**src/rtl/fsmc_buf_arbiter_if.sv**
```systemverilog
// Signal bundle between the FSMC bus / producer / buffer RAM and the buffer arbiter.
// "slave" is the arbiter's view; "master" is the surrounding system's view.
interface fsmc_buf_arbiter_if #(
  parameter int AW = 15,
  parameter int DW = 16
);
  // FSMC multiplexed bus
  logic          nadv;
  logic          noe;
  logic          nwe;
  logic [DW-1:0] ad_in;
  logic          a16;
  logic          a17;
  logic          a18;
  logic [DW-1:0] ad_out;
  logic          ad_oe;
  logic          finish;
  // FPGA-side producer write port
  logic          wr_req;
  logic [AW-1:0] wr_addr;
  logic [DW-1:0] wr_data;
  logic          wr_gnt;
  // Single-port buffer RAM
  logic [AW-1:0] ram_addr;
  logic [DW-1:0] ram_wdata;
  logic          ram_we;
  logic [DW-1:0] ram_rdata;

  modport slave (
    input  nadv, noe, nwe, ad_in, a16, a17, a18,
    input  wr_req, wr_addr, wr_data, ram_rdata,
    output ad_out, ad_oe, finish, wr_gnt, ram_addr, ram_wdata, ram_we
  );

  modport master (
    output nadv, noe, nwe, ad_in, a16, a17, a18,
    output wr_req, wr_addr, wr_data, ram_rdata,
    input  ad_out, ad_oe, finish, wr_gnt, ram_addr, ram_wdata, ram_we
  );
endinterface

```
**src/rtl/fsmc_buf_arbiter.sv**
```systemverilog
// Shares one single-port buffer RAM between the MCU FSMC multiplexed bus (priority)
// and an FPGA-side producer write port; all bus strobes are resynchronised into clk.
module fsmc_buf_arbiter #(
  parameter int          AW  = 15,
  parameter int          DW  = 16,
  parameter logic [3:0]  WIN = 4'b1010
) (
  input  logic             clk,
  input  logic             rst_n,
  fsmc_buf_arbiter_if.slave bus
);

  localparam int ADDR_W = DW + 3;

  typedef enum logic [2:0] {
    IDLE,
    RD_ISSUE,
    RD_HOLD,
    WR_WAIT,
    WR_DONE
  } state_t;

  state_t              state;
  logic                nadv_s1, nadv_s2, nadv_d;
  logic                noe_s1, noe_s2, noe_d;
  logic                nwe_s1, nwe_s2, nwe_d, nwe_d2;
  logic [DW-1:0]       ad_r;
  logic [2:0]          a_r;
  logic [ADDR_W-1:0]   addr;

  logic nadv_rise;
  logic noe_fall;
  logic nwe_start;
  logic hit;
  logic prod_ok;

  // Edges are taken on the second sync flop against a delayed copy, never on the
  // first flop, so a metastable sample can't create a spurious edge.
  assign nadv_rise = nadv_s2 & ~nadv_d;
  assign noe_fall  = ~noe_s2 & noe_d;
  // Write qualifies on exactly the second consecutive low cycle, so a write strobe
  // that began together with a read is not picked up once the read finishes.
  assign nwe_start = ~nwe_s2 & ~nwe_d & nwe_d2;
  assign hit       = (addr[ADDR_W-1 -: 4] == WIN);
  // wr_gnt is still high in the cycle the producer sees it; don't grant twice.
  assign prod_ok   = bus.wr_req & ~bus.wr_gnt;

  // NOTE: every state element below uses <= so all flops update from the same
  // pre-edge values; blocking = here would chain the sync stages into one.
  always_ff @(posedge clk) begin
    if (!rst_n) begin
      state         <= IDLE;
      nadv_s1       <= 1'b1;
      nadv_s2       <= 1'b1;
      nadv_d        <= 1'b1;
      noe_s1        <= 1'b1;
      noe_s2        <= 1'b1;
      noe_d         <= 1'b1;
      nwe_s1        <= 1'b1;
      nwe_s2        <= 1'b1;
      nwe_d         <= 1'b1;
      nwe_d2        <= 1'b1;
      ad_r          <= '0;
      a_r           <= '0;
      addr          <= '0;
      bus.ad_out    <= '0;
      bus.ad_oe     <= 1'b0;
      bus.finish    <= 1'b0;
      bus.wr_gnt    <= 1'b0;
      bus.ram_we    <= 1'b0;
      bus.ram_addr  <= '0;
      bus.ram_wdata <= '0;
    end else begin
      nadv_s1 <= bus.nadv;
      nadv_s2 <= nadv_s1;
      nadv_d  <= nadv_s2;
      noe_s1  <= bus.noe;
      noe_s2  <= noe_s1;
      noe_d   <= noe_s2;
      nwe_s1  <= bus.nwe;
      nwe_s2  <= nwe_s1;
      nwe_d   <= nwe_s2;
      nwe_d2  <= nwe_d;
      ad_r    <= bus.ad_in;
      a_r     <= {bus.a18, bus.a17, bus.a16};

      // A new address phase may arrive mid-access; the running access keeps the
      // RAM address it already issued.
      if (nadv_rise) addr <= {a_r, ad_r};

      bus.ram_we <= 1'b0;
      bus.wr_gnt <= 1'b0;

      case (state)
        IDLE: begin
          if (noe_fall && hit) begin
            bus.ram_addr <= addr[AW-1:0];
            state        <= RD_ISSUE;
          end else if (nwe_start && noe_s2 && hit) begin
            bus.ram_addr  <= addr[AW-1:0];
            bus.ram_wdata <= ad_r;
            bus.ram_we    <= 1'b1;
            state         <= WR_WAIT;
          end else if (prod_ok) begin
            bus.ram_addr  <= bus.wr_addr;
            bus.ram_wdata <= bus.wr_data;
            bus.ram_we    <= 1'b1;
            bus.wr_gnt    <= 1'b1;
          end
        end

        RD_ISSUE: begin
          bus.ad_out <= bus.ram_rdata;
          bus.ad_oe  <= 1'b1;
          state      <= RD_HOLD;
        end

        RD_HOLD: begin
          if (noe_s2) begin
            bus.ad_oe  <= 1'b0;
            bus.finish <= ~bus.finish;
            state      <= IDLE;
          end
          if (prod_ok) begin
            bus.ram_addr  <= bus.wr_addr;
            bus.ram_wdata <= bus.wr_data;
            bus.ram_we    <= 1'b1;
            bus.wr_gnt    <= 1'b1;
          end
        end

        WR_WAIT: begin
          if (nwe_s2) state <= WR_DONE;
          if (prod_ok) begin
            bus.ram_addr  <= bus.wr_addr;
            bus.ram_wdata <= bus.wr_data;
            bus.ram_we    <= 1'b1;
            bus.wr_gnt    <= 1'b1;
          end
        end

        WR_DONE: begin
          bus.finish <= ~bus.finish;
          state      <= IDLE;
        end

        default: state <= IDLE;
      endcase
    end
  end

endmodule

```
**src/flat_wrapper.sv**
```systemverilog
// flat-port wrapper written by rule: the top's interface ports become plain ports
module fsmc_buf_arbiter_flat 
#(
  parameter int          AW  = 15,
  parameter int          DW  = 16,
  parameter logic [3:0]  WIN = 4'b1010
)
  (clk, rst_n, bus_nadv, bus_noe, bus_nwe, bus_ad_in, bus_a16, bus_a17, bus_a18, bus_wr_req, bus_wr_addr, bus_wr_data, bus_ram_rdata, bus_ad_out, bus_ad_oe, bus_finish, bus_wr_gnt, bus_ram_addr, bus_ram_wdata, bus_ram_we);
  fsmc_buf_arbiter_if #(.AW(AW), .DW(DW)) bus_i ();
  input  logic clk;
  input  logic rst_n;
  input wire logic [$bits(bus_i.nadv)-1:0] bus_nadv;
  input wire logic [$bits(bus_i.noe)-1:0] bus_noe;
  input wire logic [$bits(bus_i.nwe)-1:0] bus_nwe;
  input wire logic [$bits(bus_i.ad_in)-1:0] bus_ad_in;
  input wire logic [$bits(bus_i.a16)-1:0] bus_a16;
  input wire logic [$bits(bus_i.a17)-1:0] bus_a17;
  input wire logic [$bits(bus_i.a18)-1:0] bus_a18;
  input wire logic [$bits(bus_i.wr_req)-1:0] bus_wr_req;
  input wire logic [$bits(bus_i.wr_addr)-1:0] bus_wr_addr;
  input wire logic [$bits(bus_i.wr_data)-1:0] bus_wr_data;
  input wire logic [$bits(bus_i.ram_rdata)-1:0] bus_ram_rdata;
  output wire logic [$bits(bus_i.ad_out)-1:0] bus_ad_out;
  output wire logic [$bits(bus_i.ad_oe)-1:0] bus_ad_oe;
  output wire logic [$bits(bus_i.finish)-1:0] bus_finish;
  output wire logic [$bits(bus_i.wr_gnt)-1:0] bus_wr_gnt;
  output wire logic [$bits(bus_i.ram_addr)-1:0] bus_ram_addr;
  output wire logic [$bits(bus_i.ram_wdata)-1:0] bus_ram_wdata;
  output wire logic [$bits(bus_i.ram_we)-1:0] bus_ram_we;
  assign bus_i.nadv = bus_nadv;
  assign bus_i.noe = bus_noe;
  assign bus_i.nwe = bus_nwe;
  assign bus_i.ad_in = bus_ad_in;
  assign bus_i.a16 = bus_a16;
  assign bus_i.a17 = bus_a17;
  assign bus_i.a18 = bus_a18;
  assign bus_i.wr_req = bus_wr_req;
  assign bus_i.wr_addr = bus_wr_addr;
  assign bus_i.wr_data = bus_wr_data;
  assign bus_i.ram_rdata = bus_ram_rdata;
  assign bus_ad_out = bus_i.ad_out;
  assign bus_ad_oe = bus_i.ad_oe;
  assign bus_finish = bus_i.finish;
  assign bus_wr_gnt = bus_i.wr_gnt;
  assign bus_ram_addr = bus_i.ram_addr;
  assign bus_ram_wdata = bus_i.ram_wdata;
  assign bus_ram_we = bus_i.ram_we;
  fsmc_buf_arbiter #(.AW(AW), .DW(DW), .WIN(WIN)) u_core (.clk(clk), .rst_n(rst_n), .bus(bus_i));
endmodule
```
**config.mk**
```make
export PLATFORM = sky130hd
export DESIGN_NAME = fsmc_buf_arbiter_flat
export DESIGN_NICKNAME = d
export VERILOG_FILES = /design/src/rtl/fsmc_buf_arbiter_if.sv /design/src/rtl/fsmc_buf_arbiter.sv /design/src/flat_wrapper.sv
export SDC_FILE = /design/constraint.sdc
export NUM_CORES = 1
export LEC_CHECK = 0
export ABC_AREA = 1
export CAP_MARGIN = 20
export CORE_UTILIZATION = 43
export CTS_BUF_LIST = sky130_fd_sc_hd__clkbuf_4 sky130_fd_sc_hd__clkbuf_8 sky130_fd_sc_hd__clkbuf_16
export DETAILED_ROUTE_END_ITERATION = 8
export GPL_ROUTABILITY_DRIVEN = 0
export GPL_TIMING_DRIVEN = 0
export PLACE_DENSITY = 0.76
export SYNTH_ARGS = -nofsm -noshare
export SYNTH_HDL_FRONTEND = slang
export SYNTH_SLANG_ARGS = --single-unit
```
**constraint.sdc**
```tcl
create_clock -name clk -period 1.25 [get_ports clk]
set_input_delay 0.25 -clock clk [delete_from_list [all_inputs] [get_ports clk]]
set_output_delay 0.25 -clock clk [all_outputs]
set_load 0.01 [all_outputs]
```
# After elaboration in Yosys (flattened, before gate mapping)
# Index checks and enable logic that the tools add are counted.
[classes]
muxes = 24
bitwise_logic = 11
n_eq_ne = 9
n_reduce_logical = 12
[ops]
columns = ["op", "count"]
rows = [
  ["two-way mux 16 bit", 3],
  ["two-way mux 15 bit", 3],
  ["case mux 16 bit (2 select lines)", 1],
  ["case mux 15 bit (2 select lines)", 1],
  ["two-way mux 3 bit", 4],
  ["case mux 3 bit (4 select lines)", 1],
  ["case mux 1 bit (2 select lines)", 4],
  ["two-way mux 1 bit", 7],
  ["equality test 3 x 2 -> 1 bit, second input constant", 2],
  ["inverter 1 bit", 6],
  ["AND reduction 2 bit", 3],
  ["nonzero test 2 bit", 3],
  ["AND 1 bit", 5],
  ["equality test 4 bit, second input constant", 1],
  ["!= test 2 x 1 -> 1 bit, second input constant", 2],
  ["equality test 3 x 1 -> 1 bit, second input constant", 1],
  ["equality test 3 bit, second input constant", 1],
  ["logical AND 1 bit", 3],
  ["logical NOT 3 bit", 1],
  ["!= test 3 x 1 -> 1 bit, second input constant", 1],
  ["AND reduction 3 bit", 1],
  ["!= test 2 bit, second input constant", 1],
  ["OR reduction 2 bit", 1],
]
[totals]
elab_cells = 77
inputBits = 72
output_inout_bits = 51
reg_bits = 102

# Depth between registers and ports, before layout
[logic_depth]
depth_word = 8
ltp_mapped = 10
mapped_depth_nobuf = 9

# Least setup slack after synthesis
# Ideal clock, no wire load.
[synth_path]
kind = "flip-flop to flip-flop"
from = "reg u_core.bus.wr_gnt"
to = "reg u_core.bus.ram_addr[10]"
n_path_buf = 2
setup_ns = 0.113
period_less_slack_ns = 1.335
required_time_ns = 1.137
setup_slack_ns = -0.085
arrival_time_ns = 1.222
path_stages_with_launch = 11
cell_sequence = "dfxtp_1 > inv_1 > nand2_2 > inv_1 > buf_2 > buf_4 > nand2_1 > nand2_1 > nand3b_1 > nand3_1 > nand2_1"
[synth_between]
elab_chain_len = 6
[synth_lines]
columns = ["item", "line", "rtl"]
rows = [
  ["start, declared", "fsmc_buf_arbiter_if.sv:32", "output ad_out, ad_oe, finish, wr_gnt, ram_addr, ram_wdata, ram_we"],
  ["start signal, assigned", "fsmc_buf_arbiter.sv:69", "bus.wr_gnt <= 1'b0;"],
  ["start signal, assigned", "fsmc_buf_arbiter.sv:92", "bus.wr_gnt <= 1'b0;"],
  ["start signal, assigned", "fsmc_buf_arbiter.sv:108", "bus.wr_gnt <= 1'b1;"],
  ["inverter 1 bit *", "fsmc_buf_arbiter.sv:46", "assign prod_ok = bus.wr_req & ~bus.wr_gnt;"],
  ["AND 1 bit *", "fsmc_buf_arbiter.sv:46", ""],
  ["two-way mux 15 bit *", "-", ""],
  ["two-way mux 15 bit (2 in a row)", "-", ""],
  ["case mux 15 bit (2 select lines) *", "-", ""],
  ["end signal, assigned", "fsmc_buf_arbiter.sv:97", "bus.ram_addr <= addr[AW-1:0];"],
  ["end signal, assigned", "fsmc_buf_arbiter.sv:100", "bus.ram_addr <= addr[AW-1:0];"],
  ["end signal, assigned", "fsmc_buf_arbiter.sv:105", "bus.ram_addr <= bus.wr_addr;"],
  ["end, declared", "fsmc_buf_arbiter_if.sv:32", ""],
]
# Every way passes the cells marked *; elsewhere a longest branch is shown, timed or not.
# A chain may end at the register's enable or synchronous reset.

# Worst setup path after layout
[layout_path]
from = "reg u_core.addr[15]"
to = "reg u_core.bus.ram_wdata[2]"
[layout_between]
elab_chain_len = 5
elab_cells_between_ends = 8
cone_classes = "eq/ne (2); mux (3); reduce/logical (3)"
[layout_lines]
columns = ["item", "line", "rtl"]
rows = [
  ["start, declared", "fsmc_buf_arbiter.sv:29", "logic [ADDR_W-1:0] addr;"],
  ["start signal, assigned", "fsmc_buf_arbiter.sv:89", "if (nadv_rise) addr <= {a_r, ad_r};"],
  ["equality test 4 bit *", "fsmc_buf_arbiter.sv:44", "assign hit = (addr[ADDR_W-1 -: 4] == WIN);"],
  ["logical AND 1 bit", "fsmc_buf_arbiter.sv:99", "end else if (nwe_start && noe_s2 && hit) begin"],
  ["two-way mux 16 bit", "fsmc_buf_arbiter.sv:99", ""],
  ["two-way mux 16 bit", "fsmc_buf_arbiter.sv:96", "if (noe_fall && hit) begin"],
  ["case mux 16 bit (2 select lines)", "fsmc_buf_arbiter.sv:94", "case (state)"],
  ["end signal, assigned", "fsmc_buf_arbiter.sv:101", "bus.ram_wdata <= ad_r;"],
  ["end signal, assigned", "fsmc_buf_arbiter.sv:106", "bus.ram_wdata <= bus.wr_data;"],
  ["end signal, assigned", "fsmc_buf_arbiter.sv:126", "bus.ram_wdata <= bus.wr_data;"],
  ["end, declared", "fsmc_buf_arbiter_if.sv:32", ""],
]
# Every way passes the cells marked *; elsewhere a longest branch is shown, timed or not. The select of a mux whose other input is x is not followed.

==> impl_results.md <==
- Hold bufs inserted after CTS: 0
- DRT Pass-1 Iters: 5
- Dpl ws: -665 ps
- Clock sink count: slightly above 100
- CP max FO: 6
- F_max: roughly 670 MHz
- RSZ-0062 raised after global routing: true
- Final WS setup: -247 ps
- Crit Path Category: reg -> reg
- Num CTS Buffers: 9
- Worst hold path class: in -> reg
- # nets final: about 900
- IO Count: approximately 120
- Initial Util: 0.450
- Share of layout cells above drive strength 1: 0.294
- Pins Over Slew Limit: 0
- Die area: 10800 um2
- Final instance area: about 6800 um2
- Least-Margin Pin Slew: ~420 ps
- HPWL after detailed placement: between 9000 and 10000 um
- Syn Area/Cell: about 7 um2
- Static leakage: around 0.0032 uW
- Minimum clock period: 1500 ps
- Peak VDD IR: around 0.00075 V
- Setup Skew: 10.1 ps
- Congestion Overflow GR: 0
- Post-place instance area: roughly 5900 um2
- Row count: 36
- Worst Path Arrival: about 1800 ps
- Area share of the largest cell type after synthesis: 0.458
- Commonest non-fill, non-tap cell in the layout: nand2_1
- Syn_nets: roughly 700
- P per Cell Area: 1200 nW/um2
- Finished Core Util: 0.688
- Netlist Area Pre-Place: 4460 um2
- Clock-pin transition on the worst setup and hold timing paths: approximately 100 ps
- Failing checks: negative setup slack
- Routed Antenna Nets: 0
- N_diodes: 0
- Clk root buf: clkbuf_8
- Fillers: a little under 800
- Vias per cell: 5.09
- Clock Tree Buf Depth: 2
- Total track usage: 0.258
- Maxcap violations: 0
- Mean routed wirelength per cell: about 16 um
- Largest net degree at the start of global routing: 17
- Overall power: a little over 8000 uW
- Slew HR: 0.722
- Core Area: between 9000 and 10000 um2
- Final period utilization: 1.20
- Startpoint class of the critical path: register
- Yosys Warn Count: 0
- Final Hold Fails: 0
- Starting DRC count in detailed routing: a little over 400
- Most frequent cells in the layout: nand2_1 (171), inv_1 (106), dfxtp_1 (77)
- IO Port Bufs: 122
- Area delta synth->final: 52.8%
- Vias: ~4900
- Setup violations, final: 37
- Detailed Route WL: roughly 15000 um
- Seq/Total Area, Yosys: 0.458
- Vias in the first global route: 4653
- Netlist cell types: 23
- Yosys top cell by area: dfxtp_1
- Clk_lat worst skew: ~380 ps
- Ranking of synthesized cells by area: dfxtp_1 (46%), nand2_1 (17%), inv_1 (9.4%)
- H-tree level count: 3
- Die outline height: ~100 um
- Status: complete, but fails checks
- CTS tree: done
- Worst endpoint required time: between 1500 and 2000 ps
- FF+latch count, synth: 102
- Critical path capture point type: register
- Die W: ~100 um
- Post-route DRC: 0
- Cells after synthesis: ~650
- First-pass GRT wire length: ~22000 um
- Initial antenna violation count: 0
registers in the layout, indices dropped and copies added (netlist names), 3 cells and up:
| signal | flops |
|---|---|
| u_core.a_r | 3 |
| u_core.ad_r | 16 |
| u_core.addr | 19 |
| u_core.bus.ad_out | 16 |
| u_core.bus.ram_addr | 15 |
| u_core.bus.ram_wdata | 16 |
| u_core.state | 3 |
worst paths after layout:
path | start | end | slack, ps | depth (start not counted)
min reg2reg | u_core.noe_s1$_SDFF_PN1_ | u_core.noe_s2$_SDFF_PN1_ | 420 | 1
min | bus_ad_in[9] | u_core.ad_r[9]$_SDFF_PN0_ | 390 | 3
max reg2reg | u_core.addr[15]$_SDFFE_PN0P_ | u_core.bus.ram_wdata[2]$_SDFFE_PN0P_ | -250 | 10
max | u_core.addr[15]$_SDFFE_PN0P_ | u_core.bus.ram_wdata[2]$_SDFFE_PN0P_ | -250 | 10
cells by family (layout without fill, tap and decap cells):
logic type             count (synthesis)  in the layout  share of synthesized area
buffers and inverters                150            324                      0.137
and+or+nand+nor                      289            289                      0.283
DFF                                  102            102                      0.458
AOI/OAI and AO/OA                    107            107                      0.123
metal layers:
metal / vias up / track usage / share of wire
li1: 2319 / - / -
met1: 2247 / 0.314 / 0.39
met2: 241 / 0.443 / 0.50
met3: 56 / 0.0564 / 0.070
met4: 0 / 0.0980 / 0.040
met5: - / 0 / 0
report_power, final:
| part | switching [uW] | internal, uW | leakage (uW) |
|---|---|---|---|
| Combinational | 1360 | 1130 | 0.00223 |
| Clock | 1170 | 740 | 0.0000855 |
| Sequential | 195 | 3580 | 0.000846 |
critical path, stage by stage (launching register included):
cell	delay, ps
dfxtp_2	350
inv_2	60
nand2_2	60
nor2_4	170
nand3_4	190
inv_6	120
buf_6	110
buf_6	110
nand2_1	70
nand2_1	80
a21oi_1	60
synth_stat cells (all sizes together):
cell and n:
nor3 2, a21oi 53, nand4 1, or2 6, o21ai 54, inv 117, buf 17, nor2 16
nand2 210, clkbuf 16, dfxtp 102, nand3 38, nand3b 16
final cells by class:
cell class              instances  area (um2)  share of cell area
repair buffers                158        1480               0.218
flip-flops and latches        102        2080               0.304
plain buffers                  33         288              0.0422
inverters                     117         454              0.0666
clock inverters                 6        38.8             0.00569
well taps                     133         166              0.0244
clock buffers                  10         131              0.0193
multi-input cells             396        2180               0.320
metrics by stage:
stage,hold slack (ps),cells,TNS [ps]
2_1_floorplan,348,648,0
3_3_place_gp,396,903,-42080
3_5_place_dp,403,903,-44230
4_1_cts,394,947,-2930
5_1_grt,401,955,-8570
6_report,393,955,-6640
timing repair:
item | 4_1_cts | 5_1_grt
resized for setup | 191 | 161
setup endpoints to repair | 144 | 113
cloned | 7 | 0
setup buffers | 21 | 10
pin swaps | 30 | 38
Power figures use the tool's default switching activity.
